===== src/rtl/mem_wb_stage_pipe.sv =====
`default_nettype none
// ============================================================================
//  Module      : mem_wb_stage_pipe
//  Description : MEM->WB pipeline stage built as a 2-entry skid FIFO.
//                Each entry holds {write-enable, destination, write data}.
//                The write data is chosen between memory and ALU at capture.
//                The stage presents the head entry to the register file and
//                forwards the youngest pending register write.
//  Revision    : 1.0 - initial release
// ============================================================================
module mem_wb_stage_pipe #(
    parameter int DATA_W       = 24,
    parameter int DEST_W       = 4,
    parameter int ZERO_DEST_WB = 1
) (
    input  logic              clk,
    input  logic              rst,
    // MEM-side entry
    input  logic              in_valid,
    output logic              in_ready,
    input  logic              writeback_enable,
    input  logic              mem_read_enable,
    input  logic [DEST_W-1:0] instruction_dest,
    input  logic [DATA_W-1:0] mem_read_data,
    input  logic [DATA_W-1:0] alu_result,
    // Control
    input  logic              flush,
    // Register-file side
    input  logic              out_ready,
    output logic              out_valid,
    output logic              writeback_enable_out,
    output logic [DEST_W-1:0] instruction_dest_out,
    output logic [DATA_W-1:0] writeback_data_out,
    // Forwarding
    output logic              fwd_valid,
    output logic [DEST_W-1:0] fwd_dest,
    output logic [DATA_W-1:0] fwd_data,
    // Status
    output logic [1:0]        occupancy
);

    localparam logic [1:0] c_CNT_EMPTY = 2'd0;
    localparam logic [1:0] c_CNT_FULL  = 2'd2;
    localparam logic       c_ZERO_SUPP = (ZERO_DEST_WB != 0);

    // ------------------------------------------------------------------
    // Storage and bookkeeping
    // ------------------------------------------------------------------
    logic [1:0]        r_we;
    logic [DEST_W-1:0] r_dest [0:1];
    logic [DATA_W-1:0] r_data [0:1];
    logic              r_rd_ptr;
    logic              r_wr_ptr;
    logic [1:0]        r_count;

    logic              w_push;
    logic              w_pop;
    logic [DATA_W-1:0] w_cap_data;
    logic              w_head_valid;
    logic              w_head_we;
    logic [DEST_W-1:0] w_head_dest;
    logic [DATA_W-1:0] w_head_data;
    logic              w_tail_ptr;
    logic              w_src_found;
    logic              w_src_ptr;
    logic              w_src_zero;

    // Handshake: in_ready depends only on the registered count so that no
    // combinational path runs from out_ready back to the upstream stage.
    always_comb begin
        in_ready     = (r_count != c_CNT_FULL);
        w_head_valid = (r_count != c_CNT_EMPTY);
        w_push       = in_valid && in_ready && !flush;
        w_pop        = w_head_valid && out_ready && !flush;
        w_cap_data   = mem_read_enable ? mem_read_data : alu_result;
    end

    // Head-entry outputs, gated to zero whenever the stage is empty.
    always_comb begin
        w_head_we   = r_we[r_rd_ptr];
        w_head_dest = r_dest[r_rd_ptr];
        w_head_data = r_data[r_rd_ptr];

        out_valid            = w_head_valid;
        writeback_enable_out = w_head_valid && w_head_we &&
                               !(c_ZERO_SUPP && (w_head_dest == '0));
        instruction_dest_out = w_head_valid ? w_head_dest : '0;
        writeback_data_out   = w_head_valid ? w_head_data : '0;
    end

    // Forwarding picks the youngest held entry that writes the register file;
    // with two entries the tail (the one behind the head) is the youngest.
    always_comb begin
        w_tail_ptr  = ~r_rd_ptr;
        w_src_found = 1'b0;
        w_src_ptr   = r_rd_ptr;
        if ((r_count == c_CNT_FULL) && r_we[w_tail_ptr]) begin
            w_src_found = 1'b1;
            w_src_ptr   = w_tail_ptr;
        end else if (w_head_valid && r_we[r_rd_ptr]) begin
            w_src_found = 1'b1;
            w_src_ptr   = r_rd_ptr;
        end
        w_src_zero = c_ZERO_SUPP && (r_dest[w_src_ptr] == '0);

        fwd_valid = w_src_found && !w_src_zero;
        fwd_dest  = fwd_valid ? r_dest[w_src_ptr] : '0;
        fwd_data  = fwd_valid ? r_data[w_src_ptr] : '0;
    end

    assign occupancy = r_count;

    // Pointer and count update; reset beats flush, flush beats push/pop.
    always_ff @(posedge clk) begin
        if (rst) begin
            r_rd_ptr <= 1'b0;
            r_wr_ptr <= 1'b0;
            r_count  <= c_CNT_EMPTY;
        end else if (flush) begin
            r_rd_ptr <= 1'b0;
            r_wr_ptr <= 1'b0;
            r_count  <= c_CNT_EMPTY;
        end else begin
            if (w_push) begin
                r_wr_ptr <= r_wr_ptr + 1'b1;
            end
            if (w_pop) begin
                r_rd_ptr <= r_rd_ptr + 1'b1;
            end
            case ({w_push, w_pop})
                2'b10:   r_count <= r_count + 2'd1;
                2'b01:   r_count <= r_count - 2'd1;
                default: r_count <= r_count;
            endcase
        end
    end

    // Entry capture; reset clears the entry registers, flush only drops them.
    always_ff @(posedge clk) begin
        if (rst) begin
            r_we <= '0;
            for (int i = 0; i < 2; i++) begin
                r_dest[i] <= '0;
                r_data[i] <= '0;
            end
        end else if (w_push) begin
            r_we[r_wr_ptr]   <= writeback_enable;
            r_dest[r_wr_ptr] <= instruction_dest;
            r_data[r_wr_ptr] <= w_cap_data;
        end
    end

endmodule
`default_nettype wire


===== config.mk =====
export PLATFORM = sky130hd
export DESIGN_NAME = mem_wb_stage_pipe
export DESIGN_NICKNAME = d
export VERILOG_FILES = /design/src/rtl/mem_wb_stage_pipe.sv
export SDC_FILE = /design/constraint.sdc
export NUM_CORES = 1
export LEC_CHECK = 0
export CAP_MARGIN = 20
export CORE_MARGIN = 2
export CORE_UTILIZATION = 50
export DETAILED_ROUTE_END_ITERATION = 10
export PLACE_DENSITY = 0.87
export SLEW_MARGIN = 5
export SYNTH_ARGS = -nofsm -noshare
export SYNTH_HDL_FRONTEND = slang
export SYNTH_SLANG_ARGS = --single-unit

===== constraint.sdc =====
create_clock -name clk -period 3.2 [get_ports clk]
set_input_delay 0.64 -clock clk [delete_from_list [all_inputs] [get_ports clk]]
set_output_delay 0.64 -clock clk [all_outputs]
set_load 0.02 [all_outputs]

* Word-level counts from Yosys, hierarchy flattened *
Memories as Yosys holds them, arrays and structs flattened. A register that Yosys moved wholly into a read port is not among the register bits.
Index checks and enable logic that the tools add are counted.

word-level totals
  register bits after elaboration = 6
  latch bits = 0
  memory bits (writable) = 56
  memory bits (read-only) = 0
  input bits = 59
  output and inout port bits = 62
  word-level logic and storage cells = 69
  memories = 2

operators by class
  $add $sub $neg = 4
  multipliers = 0
  divide/modulo/power cells = 0
  magnitude comparators = 4
  equality and inequality tests = 4
  shift operators = 0
  muxes and demuxes = 31
  bitwise gates (word level) = 1
  reduce and logical (&&, ||, !) cells = 19

memories
  memory  depth  width  read ports  clocked after memory_dff  wr ports  RTL line  source
  r_data  2      24     2           1                         2         51        logic [DATA_W-1:0] r_data [0:1];
  r_dest  2      4      2           1                         2         50        logic [DEST_W-1:0] r_dest [0:1];

operators with widths
  operator               number
  $mux W24               4
  $reduce_or A24 Y1      1
  $mux W1                21
  $mux W4                3
  $logic_and A1 B1 Y1    9
  $logic_not A4 Y1       2
  $lt A1 B2 Y1 const B   3
  $eq A2 B2 Y1 const B   2
  $pmux W2 S2            1
  $reduce_bool A2 Y1     2
  $reduce_or A4 Y1       1
  $logic_not A1 Y1       3
  $add A1 B1 Y1 const B  2
  $add A2 B1 Y2 const B  1
  $bwmux W2              1
  $eq A2 B1 Y1 const B   1
  $ne A2 B2 Y1 const B   1
  $reduce_or A2 Y1       1
  $sub A2 B1 Y2 const B  1
  $demux W1 S1           1
  $ge A1 B1 Y1 const B   1
  $not A1 Y1             1

* Depth between registers and ports, before layout *
An unclocked memory read counts as a cell.

  word-level depth = 10
  depth in mapped cells = 10
  gate-level depth less buffers = 9

* Worst setup path before layout *
No wires, ideal clock.

  path type = register to output
  start point = register r_count[1] (netlist: occupancy[1])
  end point = output port fwd_data[10]
  arrival = 1660 ps
  data required time = 2560 ps
  path slack = 900 ps
  stages on the path, launching flop included = 8
  path buffers = 2
  path through = dfxtp_1 nor2b_2 inv_2 o22ai_2 buf_6 buf_6 nand3_1 a21oi_1

between the ends
  cells in the longest elaborated chain, start to end = 8
  elaborated cells on any way between the ends = 13
  classes of those cells = 1 x eq/ne; 4 x mux; 6 x reduce/logical; 2 x memory

ends and longest elaborated chain
  what                    RTL line  source
  start, declared         54        logic [1:0] r_count;
  start signal, assigned  118       r_count <= c_CNT_EMPTY;
  start signal, assigned  122       r_count <= c_CNT_EMPTY;
  start signal, assigned  131       2'b10: r_count <= r_count + 2'd1;
  $eq A2 B2 Y1            97        if ((r_count == c_CNT_FULL) && r_we[w_tail_ptr]) begin
  $logic_and A1 B1 Y1     97
  $mux W1                 97
  $mem_v2 Z2 W4           n/a
  $logic_not A4 Y1        104       w_src_zero = c_ZERO_SUPP && (r_dest[w_src_ptr] == '0);
  $logic_not A1 Y1        106       fwd_valid = w_src_found && !w_src_zero;
  $logic_and A1 B1 Y1     106
  $mux W24 *              108       fwd_data = fwd_valid ? r_data[w_src_ptr] : '0;
  end, declared           37        output logic [DATA_W-1:0] fwd_data,

Every way passes the cells marked *; elsewhere a longest branch is shown, timed or not.

* Worst setup path in the final report *
  start point = register r_count[0] (netlist: occupancy[0])
  end point = output port fwd_data[12]

Same word-level chain as after synthesis.

==> run metrics <==
status completed; Leakage between 1.5 and 2 nW; WL/cell 17.3 um; critical path's slowest cell clkdlybuf4s50_1; Total GRT Usage roughly a quarter; most frequent cells in the layout clkdlybuf4s50_1 (119), nor2_1 (91), edfxtp_1 (56), mux2i_1 (55), nand3_1 (49); CTS Buf Count 9; critical path fanouts, max 11; root buf cell clkbuf_8; Synthesized Nets about 430; clock slew at reported path FFs about 0.06 ns; # rows 30; setup TNS 0 ns; first-pass GRT wire length between 15 and 20 mm; max_cap viols 0; P&R area growth vs syn 40.5%; # Post-CTS Setup Buffers 0; gr ovfl total 0; share of the synthesized area in the top cell type roughly 47%; post-layout min period 3.06 ns; Yosys top cell by area edfxtp_1; largest net degree at the start of global routing 31; Mapped Area between 3000 and 4000 um2; fin util between 70 and 80%; VDD IR max 0.000306 V; share of post-route cells with drive strength above 1 about 7.6%; highest routed layer met4; CP Launch Type register; Die X 88.7 um; Resized cells post-CTS 0; Arr. time, crit path between 2 and 2.5 ns; Ys Warns 0; Mapped Cells 368; WP data required approximately 2.6 ns; routed wl met3 610 um; CP max stage delay 0.65 ns; unrepaired setup endpoints after global routing no; Slew @ Worst Pin approximately 0.79 ns; R2R setup slack about 1.3 ns; CTS Hold Bufs 0; Slew Limit Fails 0; initial antenna violation count 0; GP Congestion between 0.8 and 0.9; PD cells ~370 nW/um2; Die Ht slightly below 90 um; NumNets Final 543; CTS tree done; f_max between 300 and 400 MHz; Post-synth EDFFs 56; H-tree depth 3; worst setup path category reg -> out; post-DP HPWL slightly above 7 mm; Hold WC Path Type reg -> reg; ANT nets after route 0; met2 routed WL between 5 and 6 mm; effective utilization at floorplan between 50% and 60%; Inserted Diodes 0; DRT Pass-1 Iters 5; Longest Clk Path Bufs 2; residual DRC count 0; Core ar. 6870 um2; Clk Latency, worst-skew pair approximately 0.33 ns; register area around 1800 um2; DR iter-0 viols 175; final hold viol count 0; commonest non-fill, non-tap cell in the layout clkdlybuf4s50_1; Synth Flop Type edfxtp_1; CP Capture Type output port; Cell variety after synth 32; Yosys reg bits 63; routed metal-1 wirelength roughly 3.7 mm; Setup violations, final 0; top cells by area, synth edfxtp_1 (47%), mux2i_1 (15%), nor2_1 (9.6%); crit-path cells and3b_1, o22ai_2, buf_4, nand3_1, a21oi_1, clkdlybuf4s50_1; IO buf count 120; DRT Wirelength between 10 and 15 mm; die area 7870 um2; Rel. slew slack between 40% and 50%; Avg Vias per Cell ~5.6; Syn Area/Cell 9.75 um2; Vias 3265; Layout fillers approximately 500; Multi-input gate area approximately 1600 um2; Clock Sinks 63; Post-synth ARST share 0%; final cycle utilization of the critical path between 90% and 100%; part of the Yosys area used for sequential elements around 50%; I/O Pins ~120; clock skew roughly 0.0025 ns; vias in the first global route ~3200
## final cells by class
| type | instances | share of cell area (%) |
|---|---|---|
| multi-input cells | 265 | 31.0 |
| well taps | 96 | 2.38 |
| inverters | 8 | 0.596 |
| clock inverters | 3 | 0.745 |
| clock buffers | 10 | 2.53 |
| repair buffers | 136 | 26.6 |
| flip-flops and latches | 63 | 36.2 |
## where the power goes
group | internal [W] | switching (W) | leakage (nW) | total (W)
clock | 0.000342 | 0.000286 | 0.0832 | 0.000628
combinational | 0.000137 | 0.000137 | 1.04 | 0.000274
sequential | 0.000940 | 0.0000288 | 0.642 | 0.000969
## metal layers
layer | GRT usage, % | vias to the layer above
met4 | 12.1 | 0
met3 | 4.94 | 32
met1 | 30.3 | 1570
met5 | 0 | -
li1 | - | 1517
met2 | 48.2 | 146
## state kept, by name (all words and copies together), names as in the netlist, named ones only
register   count
occupancy      2
r_wr_ptr       1
r_we           2
r_data        48
r_rd_ptr       1
r_dest         8
## synth_stat cells, types with 2 or more instances
cell       n
xor2_1     2
dfxtp_1    7
mux2i_1   55
nor2_1    92
nand3_1   49
inv_1      7
or4_1      2
xnor2_1    3
nand2_1   11
a21oi_1   30
buf_2     21
nor3_1     7
clkbuf_1   5
edfxtp_1  56
buf_6      4
## kinds of logic after synthesis
family                   Yosys count  synth area share [%]
AND/OR/NAND/NOR                  170                  21.3
flip-flops                        63                  50.8
multiplexers                      55                  15.3
buffers and inverters             40                  5.86
AO/OA/AOI/OAI                     34                  5.13
XOR/XNOR                           5                  1.22
adder cells (fa/ha/maj)            1                 0.349
## critical path: cells and delay by family, from the launching register on
family	cells	cell delay (ns)
compound gates	2	0.37
flops	1	0.49
buf+inv	2	0.87
simple gates	2	0.34
## final timing paths
| check | start | endpoint | depth (start not counted) |
|---|---|---|---|
| min reg2reg | r_we[1]$_SDFFE_PP0P_ | r_we[1]$_SDFFE_PP0P_ | 2 |
| min | r_we[1]$_SDFFE_PP0P_ | r_we[1]$_SDFFE_PP0P_ | 2 |
| max | occupancy[0]$_SDFFE_PP0P_ | fwd_data[12] | 6 |
| max reg2reg | occupancy[0]$_SDFFE_PP0P_ | occupancy[1]$_SDFFE_PP0P_ | 10 |
## stage by stage
| step | hold WS, ns | worst slack, ns | std cells | power, W | area (um2) |
|---|---|---|---|---|---|
| 2_1_floorplan | 0.455 | 0.900 | 368 | 0.00112 | 3590 |
| 3_3_place_gp | 0.495 | 0.543 | 568 | 0.00125 | 4880 |
| 3_5_place_dp | 0.505 | 0.499 | 568 | 0.00126 | 4880 |
| 4_1_cts | 0.548 | 0.119 | 581 | 0.00187 | 5040 |
| 5_1_grt | 0.597 | 0.0162 | 581 | 0.00194 | 5040 |
| 6_report | 0.564 | 0.144 | 581 | 0.00187 | 5040 |
No activity file was read; power rests on OpenSTA's default activity.
